File: config.mk
export PLATFORM = sky130hd
export DESIGN_NAME = speicher_arbiter_flat
export DESIGN_NICKNAME = d
export VERILOG_FILES = /design/src/rtl/speicher_pkg.sv /design/src/rtl/speicher_arbiter_if.sv /design/src/rtl/speicher_arbiter_wahl.sv /design/src/rtl/speicher_arbiter.sv /design/src/flat_wrapper.sv
export SDC_FILE = /design/constraint.sdc
export NUM_CORES = 1
export LEC_CHECK = 0
export BUFFER_PORTS_ARGS = -buffer_cell sky130_fd_sc_hd__buf_4
export CORE_AREA = 2 2 141 143
export CTS_CLUSTER_DIAMETER = 200
export DETAILED_ROUTE_END_ITERATION = 12
export DIE_AREA = 0 0 143 145
export GPL_TIMING_DRIVEN = 1
export PLACE_DENSITY_LB_ADDON = 0.15
export SYNTH_ARGS = -nofsm -noshare
export SYNTH_HDL_FRONTEND = slang
export SYNTH_SLANG_ARGS = --single-unit
File: constraint.sdc
create_clock -name Clock -period 1.7 [get_ports Clock]
set_clock_uncertainty 0.2 [all_clocks]
set_input_delay 0.17 -clock Clock [delete_from_list [all_inputs] [get_ports Clock]]
set_output_delay 0.17 -clock Clock [all_outputs]
set_load 0.05 [all_outputs]
File: src/rtl/speicher_pkg.sv
// Shared types for the memory-port arbiter: FSM encoding, requester ids and
// the latched access descriptor.
package speicher_pkg;

    localparam int NUM_REQ = 3;

    typedef enum logic [1:0] {
        IDLE    = 2'd0,
        ZUGRIFF = 2'd1,
        FERTIG  = 2'd2
    } state_e;

    typedef enum logic [1:0] {
        REQ_BEFEHL = 2'd0,
        REQ_DATEN  = 2'd1,
        REQ_EXT    = 2'd2
    } req_id_e;

    typedef struct packed {
        req_id_e id;
        logic    write;
    } zugriff_t;

    // Round-robin successor: Befehl -> Daten -> Ext -> Befehl
    function automatic req_id_e naechster(input req_id_e id);
        case (id)
            REQ_BEFEHL: return REQ_DATEN;
            REQ_DATEN:  return REQ_EXT;
            default:    return REQ_BEFEHL;
        endcase
    endfunction

    function automatic req_id_e onehot_to_id(input logic [NUM_REQ-1:0] oh);
        if (oh[REQ_EXT])        return REQ_EXT;
        else if (oh[REQ_DATEN]) return REQ_DATEN;
        else                    return REQ_BEFEHL;
    endfunction

endpackage

File: src/rtl/speicher_arbiter_if.sv
// Requester and memory-controller signals of the arbiter; master = arbiter side,
// slave = the surrounding control FSM / memory controller / external master.
interface speicher_arbiter_if #(
    parameter int AW = 32,
    parameter int DW = 32
);
    logic          BefehlReq;
    logic [AW-1:0] BefehlAdresse;
    logic [DW-1:0] BefehlDaten;
    logic          BefehlGeladen;

    logic          LoadReq;
    logic          StoreReq;
    logic [AW-1:0] DatenAdresse;
    logic [DW-1:0] DatenSchreib;
    logic [DW-1:0] DatenLesen;
    logic          DatenGeladen;
    logic          DatenGespeichert;

    logic          ExtReq;
    logic          ExtWrite;
    logic [AW-1:0] ExtAdresse;
    logic [DW-1:0] ExtSchreib;
    logic [DW-1:0] ExtLesen;
    logic          ExtFertig;

    logic          MemReq;
    logic          MemWrite;
    logic [AW-1:0] MemAdresse;
    logic [DW-1:0] MemSchreibDaten;
    logic [DW-1:0] MemLeseDaten;
    logic          MemBereit;

    modport master (
        input  BefehlReq, BefehlAdresse,
        output BefehlDaten, BefehlGeladen,
        input  LoadReq, StoreReq, DatenAdresse, DatenSchreib,
        output DatenLesen, DatenGeladen, DatenGespeichert,
        input  ExtReq, ExtWrite, ExtAdresse, ExtSchreib,
        output ExtLesen, ExtFertig,
        output MemReq, MemWrite, MemAdresse, MemSchreibDaten,
        input  MemLeseDaten, MemBereit
    );

    modport slave (
        output BefehlReq, BefehlAdresse,
        input  BefehlDaten, BefehlGeladen,
        output LoadReq, StoreReq, DatenAdresse, DatenSchreib,
        input  DatenLesen, DatenGeladen, DatenGespeichert,
        output ExtReq, ExtWrite, ExtAdresse, ExtSchreib,
        input  ExtLesen, ExtFertig,
        input  MemReq, MemWrite, MemAdresse, MemSchreibDaten,
        output MemLeseDaten, MemBereit
    );

endinterface

File: src/rtl/speicher_arbiter_wahl.sv
// Combinational 3-way grant select, one-hot result. SPEICHER_ARB_RR_EN selects
// round-robin starting after the last winner; otherwise fixed Daten > Befehl > Ext.
module speicher_arbiter_wahl
    import speicher_pkg::*;
(
    input  logic [NUM_REQ-1:0] req_i,
`ifdef SPEICHER_ARB_RR_EN
    input  req_id_e            letzter_i,
`endif
    output logic [NUM_REQ-1:0] grant_o
);

`ifdef SPEICHER_ARB_RR_EN
    req_id_e idx;

    always_comb begin
        grant_o = '0;
        idx     = naechster(letzter_i);
        for (int i = 0; i < NUM_REQ; i++) begin
            if (req_i[idx] && grant_o == '0) grant_o[idx] = 1'b1;
            idx = naechster(idx);
        end
    end
`else
    always_comb begin
        grant_o = '0;
        if (req_i[REQ_DATEN])       grant_o[REQ_DATEN]  = 1'b1;
        else if (req_i[REQ_BEFEHL]) grant_o[REQ_BEFEHL] = 1'b1;
        else if (req_i[REQ_EXT])    grant_o[REQ_EXT]    = 1'b1;
    end
`endif

endmodule

File: src/rtl/speicher_arbiter.sv
// Shares the single memory port between fetch, load/store and an external master.
// Define SPEICHER_ARB_RR_EN for round-robin priority (default: fixed priority).
module speicher_arbiter
    import speicher_pkg::*;
#(
    parameter int AW = 32,
    parameter int DW = 32
) (
    input  logic                Clock,
    input  logic                Reset,
    speicher_arbiter_if.master  bus
);

    state_e          state_q, state_d;
    zugriff_t        zug_q, zug_d;
    logic [AW-1:0]   adr_q, adr_d;
    logic [DW-1:0]   wdat_q, wdat_d;
    logic [DW-1:0]   befehl_q, befehl_d;
    logic [DW-1:0]   daten_q, daten_d;
    logic [DW-1:0]   ext_q, ext_d;

    logic [NUM_REQ-1:0] req, grant;
    req_id_e            gid;

    assign req[REQ_BEFEHL] = bus.BefehlReq;
    assign req[REQ_DATEN]  = bus.LoadReq | bus.StoreReq;
    assign req[REQ_EXT]    = bus.ExtReq;

`ifdef SPEICHER_ARB_RR_EN
    req_id_e letzter_q;

    speicher_arbiter_wahl u_wahl (
        .req_i     (req),
        .letzter_i (letzter_q),
        .grant_o   (grant)
    );

    // Pointer follows the winner as the access is entered
    always_ff @(posedge Clock) begin
        if (Reset)                          letzter_q <= REQ_BEFEHL;
        else if (state_q == IDLE && |req)   letzter_q <= gid;
    end
`else
    speicher_arbiter_wahl u_wahl (
        .req_i   (req),
        .grant_o (grant)
    );
`endif

    assign gid = onehot_to_id(grant);

    always_comb begin
        state_d  = state_q;
        zug_d    = zug_q;
        adr_d    = adr_q;
        wdat_d   = wdat_q;
        befehl_d = befehl_q;
        daten_d  = daten_q;
        ext_d    = ext_q;
        case (state_q)
            IDLE: begin
                if (|req) begin
                    state_d  = ZUGRIFF;
                    zug_d.id = gid;
                    case (gid)
                        REQ_DATEN: begin
                            // Store wins over a simultaneous load
                            adr_d       = bus.DatenAdresse;
                            wdat_d      = bus.DatenSchreib;
                            zug_d.write = bus.StoreReq;
                        end
                        REQ_EXT: begin
                            adr_d       = bus.ExtAdresse;
                            wdat_d      = bus.ExtSchreib;
                            zug_d.write = bus.ExtWrite;
                        end
                        default: begin
                            adr_d       = bus.BefehlAdresse;
                            zug_d.write = 1'b0;
                        end
                    endcase
                end
            end
            ZUGRIFF: begin
                if (bus.MemBereit) begin
                    state_d = FERTIG;
                    if (!zug_q.write) begin
                        case (zug_q.id)
                            REQ_DATEN: daten_d  = bus.MemLeseDaten;
                            REQ_EXT:   ext_d    = bus.MemLeseDaten;
                            default:   befehl_d = bus.MemLeseDaten;
                        endcase
                    end
                end
            end
            FERTIG:  state_d = IDLE;
            default: state_d = IDLE;
        endcase
    end

    always_ff @(posedge Clock) begin
        if (Reset) begin
            state_q  <= IDLE;
            zug_q    <= '{id: REQ_BEFEHL, write: 1'b0};
            adr_q    <= '0;
            wdat_q   <= '0;
            befehl_q <= '0;
            daten_q  <= '0;
            ext_q    <= '0;
        end else begin
            state_q  <= state_d;
            zug_q    <= zug_d;
            adr_q    <= adr_d;
            wdat_q   <= wdat_d;
            befehl_q <= befehl_d;
            daten_q  <= daten_d;
            ext_q    <= ext_d;
        end
    end

    logic fertig;
    assign fertig = (state_q == FERTIG);

    assign bus.MemReq           = (state_q == ZUGRIFF);
    assign bus.MemWrite         = (state_q == ZUGRIFF) && zug_q.write;
    assign bus.MemAdresse       = adr_q;
    assign bus.MemSchreibDaten  = wdat_q;

    assign bus.BefehlGeladen    = fertig && zug_q.id == REQ_BEFEHL;
    assign bus.DatenGeladen     = fertig && zug_q.id == REQ_DATEN && !zug_q.write;
    assign bus.DatenGespeichert = fertig && zug_q.id == REQ_DATEN &&  zug_q.write;
    assign bus.ExtFertig        = fertig && zug_q.id == REQ_EXT;

    assign bus.BefehlDaten      = befehl_q;
    assign bus.DatenLesen       = daten_q;
    assign bus.ExtLesen         = ext_q;

endmodule

File: src/flat_wrapper.sv
// flat-port wrapper written by rule: the top's interface ports become plain ports
module speicher_arbiter_flat import speicher_pkg::*;
#(
    parameter int AW = 32,
    parameter int DW = 32
)
  (Clock, Reset, bus_BefehlReq, bus_BefehlAdresse, bus_BefehlDaten, bus_BefehlGeladen, bus_LoadReq, bus_StoreReq, bus_DatenAdresse, bus_DatenSchreib, bus_DatenLesen, bus_DatenGeladen, bus_DatenGespeichert, bus_ExtReq, bus_ExtWrite, bus_ExtAdresse, bus_ExtSchreib, bus_ExtLesen, bus_ExtFertig, bus_MemReq, bus_MemWrite, bus_MemAdresse, bus_MemSchreibDaten, bus_MemLeseDaten, bus_MemBereit);
  speicher_arbiter_if #(.AW(AW), .DW(DW)) bus_i ();
  input  logic Clock;
  input  logic Reset;
  input wire logic [$bits(bus_i.BefehlReq)-1:0] bus_BefehlReq;
  input wire logic [$bits(bus_i.BefehlAdresse)-1:0] bus_BefehlAdresse;
  output wire logic [$bits(bus_i.BefehlDaten)-1:0] bus_BefehlDaten;
  output wire logic [$bits(bus_i.BefehlGeladen)-1:0] bus_BefehlGeladen;
  input wire logic [$bits(bus_i.LoadReq)-1:0] bus_LoadReq;
  input wire logic [$bits(bus_i.StoreReq)-1:0] bus_StoreReq;
  input wire logic [$bits(bus_i.DatenAdresse)-1:0] bus_DatenAdresse;
  input wire logic [$bits(bus_i.DatenSchreib)-1:0] bus_DatenSchreib;
  output wire logic [$bits(bus_i.DatenLesen)-1:0] bus_DatenLesen;
  output wire logic [$bits(bus_i.DatenGeladen)-1:0] bus_DatenGeladen;
  output wire logic [$bits(bus_i.DatenGespeichert)-1:0] bus_DatenGespeichert;
  input wire logic [$bits(bus_i.ExtReq)-1:0] bus_ExtReq;
  input wire logic [$bits(bus_i.ExtWrite)-1:0] bus_ExtWrite;
  input wire logic [$bits(bus_i.ExtAdresse)-1:0] bus_ExtAdresse;
  input wire logic [$bits(bus_i.ExtSchreib)-1:0] bus_ExtSchreib;
  output wire logic [$bits(bus_i.ExtLesen)-1:0] bus_ExtLesen;
  output wire logic [$bits(bus_i.ExtFertig)-1:0] bus_ExtFertig;
  output wire logic [$bits(bus_i.MemReq)-1:0] bus_MemReq;
  output wire logic [$bits(bus_i.MemWrite)-1:0] bus_MemWrite;
  output wire logic [$bits(bus_i.MemAdresse)-1:0] bus_MemAdresse;
  output wire logic [$bits(bus_i.MemSchreibDaten)-1:0] bus_MemSchreibDaten;
  input wire logic [$bits(bus_i.MemLeseDaten)-1:0] bus_MemLeseDaten;
  input wire logic [$bits(bus_i.MemBereit)-1:0] bus_MemBereit;
  assign bus_i.BefehlReq = bus_BefehlReq;
  assign bus_i.BefehlAdresse = bus_BefehlAdresse;
  assign bus_BefehlDaten = bus_i.BefehlDaten;
  assign bus_BefehlGeladen = bus_i.BefehlGeladen;
  assign bus_i.LoadReq = bus_LoadReq;
  assign bus_i.StoreReq = bus_StoreReq;
  assign bus_i.DatenAdresse = bus_DatenAdresse;
  assign bus_i.DatenSchreib = bus_DatenSchreib;
  assign bus_DatenLesen = bus_i.DatenLesen;
  assign bus_DatenGeladen = bus_i.DatenGeladen;
  assign bus_DatenGespeichert = bus_i.DatenGespeichert;
  assign bus_i.ExtReq = bus_ExtReq;
  assign bus_i.ExtWrite = bus_ExtWrite;
  assign bus_i.ExtAdresse = bus_ExtAdresse;
  assign bus_i.ExtSchreib = bus_ExtSchreib;
  assign bus_ExtLesen = bus_i.ExtLesen;
  assign bus_ExtFertig = bus_i.ExtFertig;
  assign bus_MemReq = bus_i.MemReq;
  assign bus_MemWrite = bus_i.MemWrite;
  assign bus_MemAdresse = bus_i.MemAdresse;
  assign bus_MemSchreibDaten = bus_i.MemSchreibDaten;
  assign bus_i.MemLeseDaten = bus_MemLeseDaten;
  assign bus_i.MemBereit = bus_MemBereit;
  speicher_arbiter #(.AW(AW), .DW(DW)) u_core (.Clock(Clock), .Reset(Reset), .bus(bus_i));
endmodule
# --- Word level (Yosys, flattened, before mapping) ---
# Index checks and enable logic that the tools add are counted.
op_classes:
  bitwise: 3
  mux: 12
  reduce_logical: 18
  n_eq_ne: 8
op_table:
  columns: ["op", "count"]
  rows:
  - ["$pmux W32 S2", 2]
  - ["$reduce_and A4 Y1", 3]
  - ["$eq A2 B1 Y1 const B", 3]
  - ["$eq A2 B2 Y1 const B", 3]
  - ["$logic_and A1 B1 Y1", 6]
  - ["$mux W2", 3]
  - ["$mux W1", 5]
  - ["$logic_not A2 Y1", 2]
  - ["$ne A2 B1 Y1 const B", 2]
  - ["$pmux W2 S2", 1]
  - ["$reduce_and A2 Y1", 2]
  - ["$reduce_and A3 Y1", 1]
  - ["$reduce_or A3 Y1", 1]
  - ["$not A1 Y1", 2]
  - ["$pmux W1 S2", 1]
  - ["$reduce_bool A2 Y1", 1]
  - ["$reduce_or A2 Y1", 1]
  - ["$logic_not A1 Y1", 1]
  - ["$or A1 B1 Y1", 1]
word_totals:
  word_cells: 49
  output_inout_bits: 166
  input_bits: 200
  ff_bits: 165

# --- Depth between registers and ports, before layout ---
# Gate-level depths: netlist of the first run.
depth:
  depth_word: 7
  mapped_depth: 7
  mapped_depth_nobuf: 5

# --- Cells and area by module ---
# From an unflattened synthesis of the first run, not the netlist that was laid out.
hier_totals:
  hier_cells: 845
  area_unflattened_um2: 7503.4
by_module_without_submodules:
  columns: ["mod", "seq_area_each_um2", "cells_each", "area_each_um2", "n_inst"]
  rows:
  - ["speicher_arbiter", 3303.2, 842, 7477.2, 1]
  - ["speicher_arbiter_wahl", 0.0, 3, 26.3, 1]

# --- Least setup slack after synthesis of the first run ---
# OpenSTA, ideal clock, no wires.
synth_timing:
  kind: "register -> output"
  start: "register u_core.state_q[1]"
  end: "output port bus_MemWrite"
  path_buffers: 0
  required_ps: 1330
  setup_slack_ps: 11
  path_stages_with_launch: 3
  t_arrival_ps: 1319
  path_cell_list: "dfxtp_1 > and2b_1 > and2_1"
synth_between:
  elab_chain_cells: 2
synth_rtl:
  columns: ["element", "line_no", "text"]
  rows:
  - ["from (decl)", "speicher_arbiter.sv:14", "state_e state_q, state_d;"]
  - ["from (signal assigned)", "speicher_arbiter.sv:111", "state_q <= state_d;"]
  - ["$eq A2 B1 Y1", null, null]
  - ["named net bus_MemReq", "flat_wrapper.sv:28", "output wire logic [$bits(bus_i.MemReq)-1:0] bus_MemReq;"]
  - ["$logic_and A1 B1 Y1", "speicher_arbiter.sv:125", "assign bus.MemWrite = (state_q == ZUGRIFF) && zug_q.write;"]
  - ["to (decl)", "flat_wrapper.sv:29", "output wire logic [$bits(bus_i.MemWrite)-1:0] bus_MemWrite;"]
# The timed path passes the listed nets, and every way through them passes these cells.

# --- Final worst setup path of the first run ---
layout_timing:
  start: "register u_core.state_q[1]"
  end: "output port bus_MemWrite"
layout_between:
  elab_chain_cells: 2
layout_rtl:
  columns: ["element", "line_no"]
  rows:
  - ["$eq A2 B1 Y1", "speicher_arbiter.sv:125"]
  - ["$logic_and A1 B1 Y1", "speicher_arbiter.sv:125"]
# Every way passes these cells.

==> results of run 1 <==
-- cells by family after synthesis --
logic type      after synthesis  synth area share (%)
simple gates                370                  21.9
compound gates              227                  22.2
flops                       165                  49.4
buf+inv                      72                  5.88
fa+ha+maj                     3                 0.562
-- worst min-delay path by stage --
stage / cells after the start / slack [ns] / startpoint / endpoint
2_1_floorplan: 2 / 0.11 / bus_MemLeseDaten[10] / u_core.bus.BefehlDaten[10]$_SDFFE_PP0P_
3_3_place_gp: 2 / 0.24 / Reset / u_core.bus.MemAdresse[1]$_SDFFE_PP0P_
3_5_place_dp: 2 / 0.24 / Reset / u_core.bus.MemAdresse[1]$_SDFFE_PP0P_
4_1_cts: 4 / 0.0002 / bus_ExtAdresse[21] / u_core.bus.MemAdresse[21]$_SDFFE_PP0P_
5_1_grt: 4 / 0.03 / bus_BefehlAdresse[18] / u_core.bus.MemAdresse[18]$_SDFFE_PP0P_
6_report: 5 / 0.007 / bus_BefehlReq / u_core.bus.MemAdresse[1]$_SDFFE_PP0P_
-- layout by cell type (no fill, tap or decap), types with 7 or more instances in the layout --
| master | instances |
|---|---|
| a21oi_1 | 85 |
| a21oi_2 | 42 |
| a22o_1 | 30 |
| a311oi_2 | 7 |
| a31oi_1 | 30 |
| buf_12 | 16 |
| buf_4 | 388 |
| buf_6 | 9 |
| clkbuf_16 | 24 |
| dfxtp_1 | 161 |
| dlygate4sd3_1 | 193 |
| nand2_1 | 272 |
| nand2_2 | 14 |
| nand2_4 | 13 |
| nor2_1 | 43 |
| o221ai_1 | 23 |
-- sequential cells by signal, summed over array words and instances (netlist names) --
signal	cells
u_core.bus.BefehlDaten	32
u_core.bus.DatenLesen	32
u_core.bus.ExtLesen	32
u_core.bus.MemAdresse	32
u_core.bus.MemSchreibDaten	32
u_core.state_q	2
u_core.zug_q	3
-- worst max-delay path: cells and delay by family (launching register included) --
family | cells | cell delay [ns]
simple gates | 2 | 0.38
flops | 1 | 0.34
buf+inv | 2 | 0.23
-- per-stage QoR --
step | setup TNS, ns | utilization, % | setup slack [ns]
after floorplan | 0 | - | 0.0111
after detailed placement | -0.00362 | 51.2 | -0.00362
final | -0.414 | 67.9 | -0.0462
after CTS | -0.396 | 64.8 | -0.0663
after global routing | -3.09 | 67.9 | -0.109
after global placement | 0 | 51.2 | 0.0420
-- report_power, final --
part | switching [mW] | leakage, nW | internal (mW)
logic | 1.73 | 4.05 | 1.34
registers | 0.131 | 1.35 | 4.09
clock network | 1.69 | 0.290 | 2.26
-- per-layer routing --
layer | vias to the layer above | track usage [%] | part of all wire [%]
li1 | 3973 | - | -
met1 | 3907 | 30.0 | 39
met2 | 384 | 43.5 | 50
met3 | 100 | 7.13 | 6.8
met4 | 0 | 13.1 | 4.5
met5 | - | 0 | 0
-- timing repair --
item / in CTS / in global routing
resized for setup: 23 / 97
setup buffers: 1 / 8
endpoints found under the setup margin: 11 / 149
pin swaps: 3 / 32
hold buffers: 194 / 0
gates cloned: 0 / 9
hold endpoints to repair: 164 / 0
-- final cells by class --
class	count	area, µm²	area share [%]
clock inverters	13	146	1.12
clock buffers	19	453	3.47
repair buffers	615	5470	41.9
multi-input cells	600	3330	25.5
flip-flops and latches	165	3310	25.4
diodes	1	2.50	0.0192
inverters	2	7.51	0.0575
well taps	265	332	2.54
==> impl_metrics.ini, run 1 <==
[floorplan]
die_area_um2 = 20700
rows = 51
die_width_um = 143
start_util_pct = 34.8
io_pins = 366
die_h_um = 145
placeableCoreArea_um2 = 19200

[place]
dp_hpwl_mm = 17.3
place_inst = 1435
place_area_um2 = 9830
io_buffer_count = 365
place.gp.congestion = 0.816

[clock_network]
cts.clk_slew.worst_paths_ns = 0.06
h-tree-depth = 4
cts_buffer_depth = 2
clkSinkCount = 165
clk_latency_ns = 0.42
cts_buffers = 17
tritoncts = done
clock-root-buffer = clkbuf_16

[timing]
worst_pin_slew_ns = 0.581
hold_slack_ns = 0.00701
period_minus_slack_ns = 1.75
slew_headroom_pct = 61.3
grt_setup_unrepaired = true
setup_slack_ns = -0.0462
finalHoldViolCount = 0
drv_slew = 0
fin_crit_sh_pct = 103
fmax_mhz = 573
setup_viol = 22

[logic_synthesis]
synth_top_area_share_pct = 49.4
synthTopCellsByCount = nand2_1 (299), dfxtp_1 (165), a21oi_1 (126)
synth-seq-cells = 165
post_synth.cell_area_avg_um2 = 7.98
yosysMostFrequentCell = nand2_1
yosysUniqueCellTypes = 37
ys.warnings.count = 0
synth_seq_area_share_pct = 49.4
yosysTopAreaCell = dfxtp_1
synthArstFlopShare_pct = 0
synthCells = 837
synth_fp_nets = 1040
synth_area_um2 = 6680
synth_flop_cell = dfxtp_1
synth_area_leaders = dfxtp_1 (49%), nand2_1 (17%), a21oi_1 (9.4%)
synth_edf_count = 0

[critical_path]
worst_ep_arrival_time_ns = 1.38
crit_chain = buf_6 -> and2b_2 -> and2_4 -> buf_12
reg2regPathDepth = 5
crit_path_end_kind = output pin
crit_fanout = 3
slowest_stage = dfxtp_2
cp-startpoint = u_core.state_q[1]$_SDFFE_PP0P_
start_kind = flop
max_stage_delay_ns = 0.34
reg2reg_from = u_core.state_q[1]$_SDFFE_PP0P_
cp.required_ns = 1.33
r2r-end = u_core.bus.BefehlDaten[14]$_SDFFE_PP0P_
crit_type = reg2out
ff2ff_setup_slack_ns = -0.03
endpoint = bus_MemWrite

[routing]
wl_mm = 29.9
firstDrtPassIters = 5
wl_per_cell_um = 17.8
ant_nets = 0
routed_via_density = 4.98
remaining_drc_errors = 0
num_vias = 8364
drt_iter0_drc = 411

[final_layout]
final_area_um2 = 13000
drive_above_1_share_pct = 39.0
areaGrowthSynthToFinish_pct = 95.3
fillCellCount = 1489
layout.nets = 1604
layout.cells.non_filler = 1680

[global_routing]
grt_pass1_vias = 8143
grt_pass1_wl_mm = 42.8
grt_usage_pct = 25.9
grt-ovfl-total = 0
antenna_found_initial = 1
grt_max_degree = 68

[pwr]
ir_worst_vdd_mv = 0.706
p_leak_nw = 5.69
power.density_nw_per_um2 = 862
power_mw = 11.3

[status]
status = finished with violations
violations = setup timing

[flow_run]
drv_cap = 0

[min_path]
worstHoldPathType = in2reg
Note: power is estimated with default switching activity, not from simulation.
==> inputs of run 2 (changes only) <==
--- a/config.mk
+++ b/config.mk
@@ -5,11 +5,12 @@
 export SDC_FILE = /design/constraint.sdc
 export NUM_CORES = 1
 export LEC_CHECK = 0
+export ABC_AREA = 1
 export BUFFER_PORTS_ARGS = -buffer_cell sky130_fd_sc_hd__buf_4
-export CORE_AREA = 2 2 141 143
+export CORE_AREA = 2 2 140 142
 export CTS_CLUSTER_DIAMETER = 200
 export DETAILED_ROUTE_END_ITERATION = 12
-export DIE_AREA = 0 0 143 145
+export DIE_AREA = 0 0 142 144
 export GPL_TIMING_DRIVEN = 1
 export PLACE_DENSITY_LB_ADDON = 0.15
 export SYNTH_ARGS = -nofsm -noshare
==> constraint.sdc (replaced) <==
create_clock -name Clock -period 1.55 [get_ports Clock]
set_clock_uncertainty 0.2 [all_clocks]
set_input_delay 0.155 -clock Clock [delete_from_list [all_inputs] [get_ports Clock]]
set_output_delay 0.155 -clock Clock [all_outputs]
set_load 0.05 [all_outputs]
==> run 2 against run 1 <==
The run ends with hold timing, setup timing left. Count of clock-buffer cells in the layout fell by 1. Worst hold slack worse by 0.066 ns. Combinational power increased by 51%. Register-to-register slack lost 0.15 ns. Setup slack got worse by 0.13 ns. Sequential share of layout area shrank 3.1 points. First-iteration DRC count grew 0.24%. Clock power is 7.8% higher. Via count up 15%. Critical endpoint is now u_core.bus.MemAdresse[20]$_SDFFE_PP0P_. Highest routed layer unchanged.
==> impl_metrics.ini, run 2 <==
[flow_run]
drv_cap = 0

[timing]
worst_pin_slew_ns = 0.384
slew_headroom_pct = 74.4
fmax_mhz = 579
drv_slew = 0
setup_viol = 157
grt_setup_unrepaired = true
hold_slack_ns = -0.0586
finalHoldViolCount = 1
setup_slack_ns = -0.177
fin_crit_sh_pct = 111
period_minus_slack_ns = 1.73
tns_ns = -12.06

[logic_synthesis]
synthTopCellsByCount = nor2_1 (288), dfxtp_1 (165), nand2_1 (137)
post_synth.cell_area_avg_um2 = 7.06
yosysTopAreaCell = dfxtp_1
synth_edf_count = 0
yosysUniqueCellTypes = 28
synth_fp_nets = 1228
synth_area_leaders = dfxtp_1 (46%), nor2_1 (15%), nand2_1 (7.1%)
synthCells = 1025
synth_top_area_share_pct = 45.7
synth_flop_cell = dfxtp_1
yosysMostFrequentCell = nor2_1
ys.warnings.count = 0
synthArstFlopShare_pct = 0
synth_area_um2 = 7230
synth_seq_area_share_pct = 45.7
synth-seq-cells = 165

[place]
io_buffer_count = 365
place.gp.congestion = 0.826
dp_hpwl_mm = 18.1
place_inst = 1599

[clock_network]
clock-root-buffer = clkbuf_16
cts.clk_slew.worst_paths_ns = 0.07
clkSinkCount = 165
cts_buffers = 17
clk_latency_ns = 0.42
tritoncts = done
h-tree-depth = 4
cts_buffer_depth = 2

[min_path]
min_from = bus_BefehlAdresse[29]
worstHoldPathType = in2reg
holdPathEnd = u_core.bus.MemAdresse[29]$_SDFFE_PP0P_
min_path_cells = 5

[final_layout]
most-common-layout-cells = buf_4 (373), nor2_1 (218), dlygate4sd3_1 (192)
areaGrowthSynthToFinish_pct = 106
drive_above_1_share_pct = 46.3
layout.cells.non_filler = 1872
final_common_cell = buf_4
layout.nets = 1824
n_antenna_cell = 0

[floorplan]
die_h_um = 144
die_area_um2 = 20400
die_width_um = 142
io_pins = 366
rows = 51
placeableCoreArea_um2 = 19100
start_util_pct = 37.9

[routing]
ant_nets = 0
wl_mm = 33.8
drt_iter0_drc = 412
firstDrtPassIters = 5
remaining_drc_errors = 0
routed_via_density = 5.12
num_vias = 9579
wl_per_cell_um = 18.1

[critical_path]
slowest_stage = dfxtp_4
cp.required_ns = 1.71
crit_path_end_kind = flop
reg2regPathDepth = 8
reg2reg_from = u_core.state_q[1]$_SDFFE_PP0P_
crit_fanout = 8
worst_ep_arrival_time_ns = 1.88
cp-startpoint = u_core.state_q[1]$_SDFFE_PP0P_
crit_type = reg2reg
crit_family = simple AND/OR/NAND/NOR gates
path_common_cell = nand2_4
r2r-end = u_core.bus.MemAdresse[20]$_SDFFE_PP0P_
cp_num_buf_inv = 3
start_kind = flop
ff2ff_setup_slack_ns = -0.18
crit_chain = buf_6 -> nor2_4 -> nand2_4 -> buf_12 -> clkbuf_16 -> nand2_4 -> nand2_2 -> a21oi_2
max_stage_delay_ns = 0.36

[status]
status = finished with violations
violations = hold timing, setup timing

[global_routing]
antenna_found_initial = 0
grt_pass1_wl_mm = 43.3
grt_pass1_vias = 8643
grt_max_degree = 60
grt-ovfl-total = 0
grt_usage_pct = 26.8

[pwr]
power.density_nw_per_um2 = 917
ir_worst_vdd_mv = 0.807
p_leak_nw = 6.84
==> run 2: cell count changes after synthesis, sizes merged, moves of 61 or more <==
cell   previous run  this run
nand3             4        65
nand2           299       144
nor2             47       292
a21oi           128        37
o21ai             3       141
inv               2        68
==> run 2: worst max-delay path by stage <==
stage | to | cells past startpoint
6_report | u_core.bus.MemAdresse[20]$_SDFFE_PP0P_ | 8
3_5_place_dp | u_core.bus.MemAdresse[5]$_SDFFE_PP0P_ | 8
2_1_floorplan | bus_DatenGeladen | 4
4_1_cts | bus_DatenGeladen | 5
3_3_place_gp | u_core.bus.MemAdresse[8]$_SDFFE_PP0P_ | 8
5_1_grt | bus_DatenGespeichert | 5
==> run 2: area by class of cell <==
type                       instances  area (µm²)
timing repair inverter             1        11.3
inverter                          69         318
fill                            1170        4200
sequential                       165        3310
multi-input combinational        725        4210
clock inverter                    14         158
clock buffer                      18         429
tap                              238         298
timing repair buffer             642        6140
==> run 2: what timing repair did <==
| item | CTS | global route |
|---|---|---|
| hold buffers | 192 | 2 |
| endpoints found under the setup margin | 8 | 164 |
| pin swaps | 5 | 101 |
| buffers inserted | 5 | 10 |
| resized for setup | 48 | 350 |
| hold endpoints to repair | 165 | 1 |
| gates cloned | 0 | 34 |
==> run 2: cell families after synthesis <==
family / after synthesis / synth area share (%)
buf+inv: 136 / 9.46
simple gates: 543 / 32.0
flops: 165 / 45.7
fa+ha+maj: 3 / 0.519
compound gates: 178 / 12.3
==> run 2: per-stage QoR <==
step / util (%) / total power [mW] / worst slack (ns) / cell area (µm²)
floorplan: - / 6.74 / -0.134 / 7240
global placement: 54.2 / 8.00 / -0.0187 / 10300
detailed placement: 54.2 / 8.02 / -0.0689 / 10300
CTS: 68.3 / 12.7 / -0.185 / 13000
global route: 78.0 / 14.1 / -0.238 / 14900
finish: 78.0 / 13.6 / -0.177 / 14900
==> run 2: metal layers <==
metal	vias to the layer above	wire [µm]	track usage, %
li1	4444	-	-
met1	4475	12300	29.6
met2	508	17200	46.9
met3	152	2310	6.56
met4	0	2010	15.8
met5	-	0	0
==> run 2: report_power, final <==
| part | switching [mW] | leakage (nW) | internal, mW |
|---|---|---|---|
| clock | 1.97 | 0.285 | 2.29 |
| sequential | 0.206 | 1.35 | 4.55 |
| combinational | 2.64 | 5.20 | 2.00 |
| total | 4.81 | 6.84 | 8.84 |
==> run 2: worst register-to-register path, cell delays in order (launching register included) <==
cell and delay (ns):
dfxtp_4 0.36, buf_6 0.12, nor2_4 0.26, nand2_4 0.15
buf_12 0.17, clkbuf_16 0.18, nand2_4 0.07, nand2_2 0.05
a21oi_2 0.11
